**src/rtl/div_pkg.sv**
```systemverilog
// Shared types and sizing helpers for the sequential divider.
package div_pkg;

  typedef enum logic [1:0] {
    S_IDLE,
    S_ITER,
    S_FIX,
    S_DONE
  } div_state_e;

  // Counter must hold the value WIDTH itself.
  function automatic int cnt_width(input int w);
    return $clog2(w + 1);
  endfunction

  // Remainder sits above the quotient in the packed result.
  function automatic int rem_lsb(input int w);
    return w;
  endfunction

endpackage

```
**src/rtl/div_step.sv**
```systemverilog
// One radix-2 restoring division iteration.
// Shifts the next dividend bit into the partial remainder and trial-subtracts.
module div_step #(
  parameter int WIDTH = 16
) (
  input  logic [WIDTH:0]   rem_i,
  input  logic [WIDTH-1:0] quo_i,
  input  logic [WIDTH:0]   dvs_i,
  output logic [WIDTH:0]   rem_o,
  output logic [WIDTH-1:0] quo_o
);

  logic [WIDTH+1:0] shifted;
  logic [WIDTH+1:0] diff;

  // Trial subtract; the extra top bit of diff is the borrow that decides restore.
  always_comb begin
    shifted = {rem_i, quo_i[WIDTH-1]};
    diff    = shifted - {1'b0, dvs_i};
    if (diff[WIDTH+1]) begin
      rem_o = shifted[WIDTH:0];
      quo_o = {quo_i[WIDTH-2:0], 1'b0};
    end else begin
      rem_o = diff[WIDTH:0];
      quo_o = {quo_i[WIDTH-2:0], 1'b1};
    end
  end

endmodule

```
**src/rtl/seq_divider.sv**
```systemverilog
// Multi-cycle signed/unsigned integer divider with busy/ready handshake.
// Divides magnitudes with a restoring loop, then applies truncating-division signs.
module seq_divider
  import div_pkg::*;
#(
  parameter int WIDTH          = 16,
  parameter int SIGNED_SUPPORT = 1
) (
  input  logic               clk,
  input  logic               rst,
  input  logic               start,
  input  logic               is_signed,
  input  logic [WIDTH-1:0]   dividend,
  input  logic [WIDTH-1:0]   divisor,
  output logic               busy,
  output logic               ready,
  output logic [2*WIDTH-1:0] result,
  output logic               div_by_zero,
  output logic               overflow
);

  localparam int CNT_W   = cnt_width(WIDTH);
  localparam int REM_LSB = rem_lsb(WIDTH);
  localparam logic [WIDTH-1:0] MIN_VAL = {1'b1, {(WIDTH-1){1'b0}}};

  div_state_e         state_q, state_d;
  logic [CNT_W-1:0]   cnt_q, cnt_d;
  logic [WIDTH:0]     rem_q, rem_d;
  logic [WIDTH:0]     dvs_q, dvs_d;
  logic [WIDTH-1:0]   quo_q, quo_d;
  logic               neg_quo_q, neg_quo_d;
  logic               neg_rem_q, neg_rem_d;
  logic               ovf_pend_q, ovf_pend_d;
  logic [2*WIDTH-1:0] result_q, result_d;
  logic               dbz_q, dbz_d;
  logic               ovf_q, ovf_d;
  logic               ready_q, ready_d;

  logic               op_signed;
  logic [WIDTH:0]     dvd_ext, dvs_ext;
  logic [WIDTH:0]     dvd_mag, dvs_mag;
  logic [WIDTH:0]     step_rem;
  logic [WIDTH-1:0]   step_quo;
  logic [WIDTH-1:0]   quo_fix, rem_fix;

  // Operand magnitudes in WIDTH+1 bits so that |MIN| is representable.
  always_comb begin
    op_signed = (SIGNED_SUPPORT != 0) && is_signed;
    dvd_ext   = {op_signed & dividend[WIDTH-1], dividend};
    dvs_ext   = {op_signed & divisor[WIDTH-1], divisor};
    dvd_mag   = dvd_ext[WIDTH] ? -dvd_ext : dvd_ext;
    dvs_mag   = dvs_ext[WIDTH] ? -dvs_ext : dvs_ext;
    quo_fix   = neg_quo_q ? -quo_q : quo_q;
    rem_fix   = neg_rem_q ? -rem_q[WIDTH-1:0] : rem_q[WIDTH-1:0];
  end

  div_step #(.WIDTH(WIDTH)) u_step (
    .rem_i (rem_q),
    .quo_i (quo_q),
    .dvs_i (dvs_q),
    .rem_o (step_rem),
    .quo_o (step_quo)
  );

  // Next-state, datapath and output-register logic.
  always_comb begin
    state_d    = state_q;
    cnt_d      = cnt_q;
    rem_d      = rem_q;
    quo_d      = quo_q;
    dvs_d      = dvs_q;
    neg_quo_d  = neg_quo_q;
    neg_rem_d  = neg_rem_q;
    ovf_pend_d = ovf_pend_q;
    result_d   = result_q;
    dbz_d      = dbz_q;
    ovf_d      = ovf_q;
    ready_d    = 1'b0;

    case (state_q)
      S_IDLE, S_DONE: begin
        if (start) begin
          neg_quo_d  = dvd_ext[WIDTH] ^ dvs_ext[WIDTH];
          neg_rem_d  = dvd_ext[WIDTH];
          ovf_pend_d = op_signed && (dividend == MIN_VAL) && (divisor == '1);
          quo_d      = dvd_mag[WIDTH-1:0];
          // Bit WIDTH of a magnitude is always 0: this seeds an empty partial remainder.
          rem_d      = {dvd_mag[WIDTH], {WIDTH{1'b0}}};
          dvs_d      = dvs_mag;
          if (divisor == '0) begin
            // Zero divisor bypasses the loop and reports on the next cycle.
            result_d                    = '0;
            result_d[REM_LSB +: WIDTH]  = dividend;
            result_d[WIDTH-1:0]         = '1;
            dbz_d                       = 1'b1;
            ovf_d                       = 1'b0;
            ready_d                     = 1'b1;
            state_d                     = S_DONE;
          end else begin
            cnt_d   = CNT_W'(WIDTH);
            state_d = S_ITER;
          end
        end else begin
          state_d = S_IDLE;
        end
      end
      S_ITER: begin
        rem_d = step_rem;
        quo_d = step_quo;
        cnt_d = cnt_q - CNT_W'(1);
        if (cnt_q == CNT_W'(1)) state_d = S_FIX;
      end
      S_FIX: begin
        result_d                   = '0;
        result_d[REM_LSB +: WIDTH] = rem_fix;
        result_d[WIDTH-1:0]        = quo_fix;
        dbz_d                      = 1'b0;
        ovf_d                      = ovf_pend_q;
        ready_d                    = 1'b1;
        state_d                    = S_DONE;
      end
      default: state_d = S_IDLE;
    endcase
  end

  // State and output registers; reset aborts any operation in flight.
  always_ff @(posedge clk) begin
    if (rst) begin
      state_q    <= S_IDLE;
      cnt_q      <= '0;
      rem_q      <= '0;
      quo_q      <= '0;
      dvs_q      <= '0;
      neg_quo_q  <= 1'b0;
      neg_rem_q  <= 1'b0;
      ovf_pend_q <= 1'b0;
      result_q   <= '0;
      dbz_q      <= 1'b0;
      ovf_q      <= 1'b0;
      ready_q    <= 1'b0;
    end else begin
      state_q    <= state_d;
      cnt_q      <= cnt_d;
      rem_q      <= rem_d;
      quo_q      <= quo_d;
      dvs_q      <= dvs_d;
      neg_quo_q  <= neg_quo_d;
      neg_rem_q  <= neg_rem_d;
      ovf_pend_q <= ovf_pend_d;
      result_q   <= result_d;
      dbz_q      <= dbz_d;
      ovf_q      <= ovf_d;
      ready_q    <= ready_d;
    end
  end

  assign busy        = (state_q == S_ITER) || (state_q == S_FIX);
  assign ready       = ready_q;
  assign result      = result_q;
  assign div_by_zero = dbz_q;
  assign overflow    = ovf_q;

endmodule

```
**config.mk**
```make
export PLATFORM = sky130hd
export DESIGN_NAME = seq_divider
export DESIGN_NICKNAME = d
export VERILOG_FILES = /design/src/rtl/div_pkg.sv /design/src/rtl/div_step.sv /design/src/rtl/seq_divider.sv
export SDC_FILE = /design/constraint.sdc
export NUM_CORES = 1
export LEC_CHECK = 0
export CAP_MARGIN = 20
export CORE_MARGIN = 4
export CORE_UTILIZATION = 58
export DETAILED_ROUTE_END_ITERATION = 8
export GPL_TIMING_DRIVEN = 0
export PLACE_DENSITY = 0.93
export SETUP_SLACK_MARGIN = 0.05
export SLEW_MARGIN = 20
export SYNTH_ARGS = -nofsm -noshare
export SYNTH_HDL_FRONTEND = slang
export SYNTH_HIERARCHICAL = 1
export SYNTH_SLANG_ARGS = --single-unit
```
**constraint.sdc**
```tcl
create_clock -name clk -period 8 [get_ports clk]
set_clock_uncertainty 0.15 [all_clocks]
set_input_delay 1.6 -clock clk [delete_from_list [all_inputs] [get_ports clk]]
set_output_delay 1.6 -clock clk [all_outputs]
set_load 0.02 [all_outputs]
```
==> flow_metrics.env <==
export IMPL_drtPass1Iterations=9
export IMPL_die_h_um=114
export IMPL_synth_top_cells_by_area="dfxtp_1 (29%), a21oi_1 (6.1%), xor2_1 (5.9%), ha_1 (5.0%), nand2_1 (4.9%)"
export IMPL_hold_path_class="register to register"
export IMPL_cts_post_setup_buffers_inserted=0
export IMPL_fin_cells=1063
export IMPL_regToRegSetupSlack_ps=4860
export IMPL_r2r_cells=10
export IMPL_io_pins=72
export IMPL_maxCapViolCount=0
export IMPL_crit_path_end_kind="register"
export IMPL_cts_path_max_buffers=2
export IMPL_dieArea_um2=13000
export IMPL_ys_async_sr_fraction_pct=0
export IMPL_grt_antenna_before_repair=0
export IMPL_wl_per_cell_um=17.4
export IMPL_crit_reg2reg_launch="rem_q[0]"
export IMPL_grt_util_all_layers_pct=28.3
export IMPL_hold_path_startpoint="result[24]"
export IMPL_yosysWarnings=6
export IMPL_coreArea_um2=10900
export IMPL_n_antenna_cell=0
export IMPL_synth_top_area_cell="dfxtp_1"
export IMPL_synth_most_common_cell="dfxtp_1"
export IMPL_tritoncts_num_sinks=95
export IMPL_ys_ff_latch=95
export IMPL_avgSynthCellArea_um2=7.81
export IMPL_place_congestion=0.912
export IMPL_routed_via_density=6.22
export IMPL_final_setup_tns_ps=0
export IMPL_area_delta_synth_final_pct=17.7
export IMPL_worstMarginPinSlew_ps=739
export IMPL_root_buffer="clkbuf_16"
export IMPL_synth_flop_cell="dfxtp_1"
export IMPL_max_slew_margin_pct=50.2
export IMPL_clkLatencyLatePin_ps=340
export IMPL_finalHoldViolCount=0
export IMPL_vias=6610
export IMPL_synth_top_area_share_pct=29.1
export IMPL_route_detailed_drc=0
export IMPL_grt_overflow=0
export IMPL_numCtsBuffers=9
export IMPL_powerDensity_nw_per_um2=280
export IMPL_syn_nets=900
export IMPL_multi_input_comb_area_um2=4120
export IMPL_worst_setup_path_start_kind="input pin"
export IMPL_crit_arrival_ps=4240
export IMPL_min_period_ps=4130
export IMPL_ant_nets=0
export IMPL_drt_initial_drc_count=722
export IMPL_floorplan_initialDensity_pct=59.8
export IMPL_place_inst=1047
export IMPL_synth_seq_area_share_pct=29.1
export IMPL_first_global_vias=6120
export IMPL_dr_wl_met3_mm=1.84
export IMPL_synth_edf_count=0
export IMPL_ys_types=65
export IMPL_fmax_mhz=242
export IMPL_rsz0062_at_grt="false"
export IMPL_syn_cell_area_um2=6540
export IMPL_cts_tree="done"
export IMPL_grt_max_degree=16
export IMPL_path_max_fanout=10
export IMPL_path_clk_slew_ps=60
export IMPL_dp_hpwl_mm=13.9
export IMPL_postCtsHoldBufs=0
export IMPL_r2r_end="rem_q[12]"
export IMPL_nets=981
export IMPL_slew_viol_final=0
export IMPL_htree_levels=3
export IMPL_drive_gt1_share_pct=8.23
export IMPL_leakage_nw=2.94
export IMPL_hold_end="result[24]"
export IMPL_synth_cells=837
export IMPL_outcome="complete, no violations"
export IMPL_postCtsResizedCells=0
export IMPL_finalWirelength_mm=18.5
export IMPL_hold_depth=2
export IMPL_path_class="input pin to register"
export IMPL_die_w_um=114
export IMPL_row_count=38
export IMPL_ys_top_cells_by_count="dfxtp_1 (95), nand2_1 (86), nor2_1 (81)"
export IMPL_port_buffer_count=70
export IMPL_topRoutingLayerUsed="met4"
export IMPL_required_ps=8120
export IMPL_vdd_ir_drop_max_mv=0.139
export IMPL_grt_first_pass_wirelength_mm=30.0
export IMPL_setup_violations=0
export IMPL_wl_met1_mm=7.53
export IMPL_seq_area_um2=1900
export IMPL_wl_met2_mm=8.41
export IMPL_min_period_over_period_pct=51.6
export IMPL_nFillCells=883
## cell type report
type                       count  share of cell area (%)
sequential                    95                    24.7
buffer                        65                    4.52
inverter                      45                    2.20
timing repair buffer          70                    9.11
clock inverter                 5                   0.439
tap                          140                    2.28
multi-input combinational    632                    53.6
clock buffer                  11                    3.15
## metal layers
layer  track usage [%]  up-vias
met1              36.3     3048
li1                  -     3125
met2              46.6      361
met3              5.50       76
met4              11.4        0
met5                 0        -
## sequential cells by signal (all words and copies together), names as in the netlist
name	flops
result	32
dvs_q	17
rem_q	17
quo_q	16
cnt_q	5
state_q	2
div_by_zero	1
neg_quo_q	1
neg_rem_q	1
overflow	1
ovf_pend_q	1
ready	1
## power breakdown
group | total, W | leakage, nW | internal (W) | switching, W
Combinational | 0.00110 | 2.04 | 0.000452 | 0.000649
Sequential | 0.000647 | 0.774 | 0.000563 | 0.0000848
Clock | 0.000403 | 0.132 | 0.000219 | 0.000185
## cells by family (layout without fill, tap and decap cells)
group | count (synthesis) | count (layout) | synth area share [%]
simple gates | 282 | 282 | 21.2
buf+inv | 110 | 196 | 7.91
flops | 95 | 95 | 29.1
xor+xnor | 66 | 66 | 8.85
compound gates | 235 | 235 | 23.7
fa+ha+maj | 27 | 27 | 5.28
mux | 22 | 22 | 4.00
## layout by cell type, fill, tap and decap left out, types with 9 or more instances in the layout
cell type        instances
a211o_1                 13
a211oi_1                38
a21oi_1                 80
a31oi_1                  9
buf_4                   17
clkbuf_1                37
clkbuf_16                9
clkdlybuf4s50_1         70
dfxtp_1                 95
ha_1                    26
inv_1                   45
mux2_2                   9
nand2_1                 86
nand2b_1                14
nand3_1                 30
nor2_1                  81
nor3_1                  14
o211ai_1                15
o21ai_0                 28
o31ai_1                 10
or3_1                   11
xnor2_1                 22
xor2_1                  44
## stage by stage
stage	worst slack [ps]	util, %	total power (W)	hold slack [ps]	area (µm²)
after floorplan	4590	-	0.00142	282	6540
after CTS	4000	70.3	0.00212	305	7690
after detailed placement	3650	67.8	0.00171	297	7410
final	3870	70.4	0.00215	300	7690
after global placement	3650	67.8	0.00168	290	7410
after global routing	3770	70.4	0.00228	323	7690
## worst max path at each step
| stage | startpoint | to | slack (ps) | cells past startpoint |
|---|---|---|---|---|
| after detailed placement | divisor[1] | result[1] | 3650 | 9 |
| after global placement | divisor[0] | result[17] | 3650 | 9 |
| after floorplan | divisor[0] | result[30] | 4590 | 8 |
| after CTS | divisor[1] | result[1] | 4000 | 9 |
| after global routing | divisor[0] | div_by_zero | 3770 | 10 |
| final | divisor[0] | result[18] | 3870 | 9 |
## critical path, cell delays in order
cell             delay [ps]
clkdlybuf4s50_1         490
inv_1                    90
ha_1                    190
nor4b_4                 400
nand4_4                 260
o21ai_1                 530
buf_2                   350
o211ai_1                160
a21oi_1                 180
No activity file was read; power rests on OpenSTA's default activity.
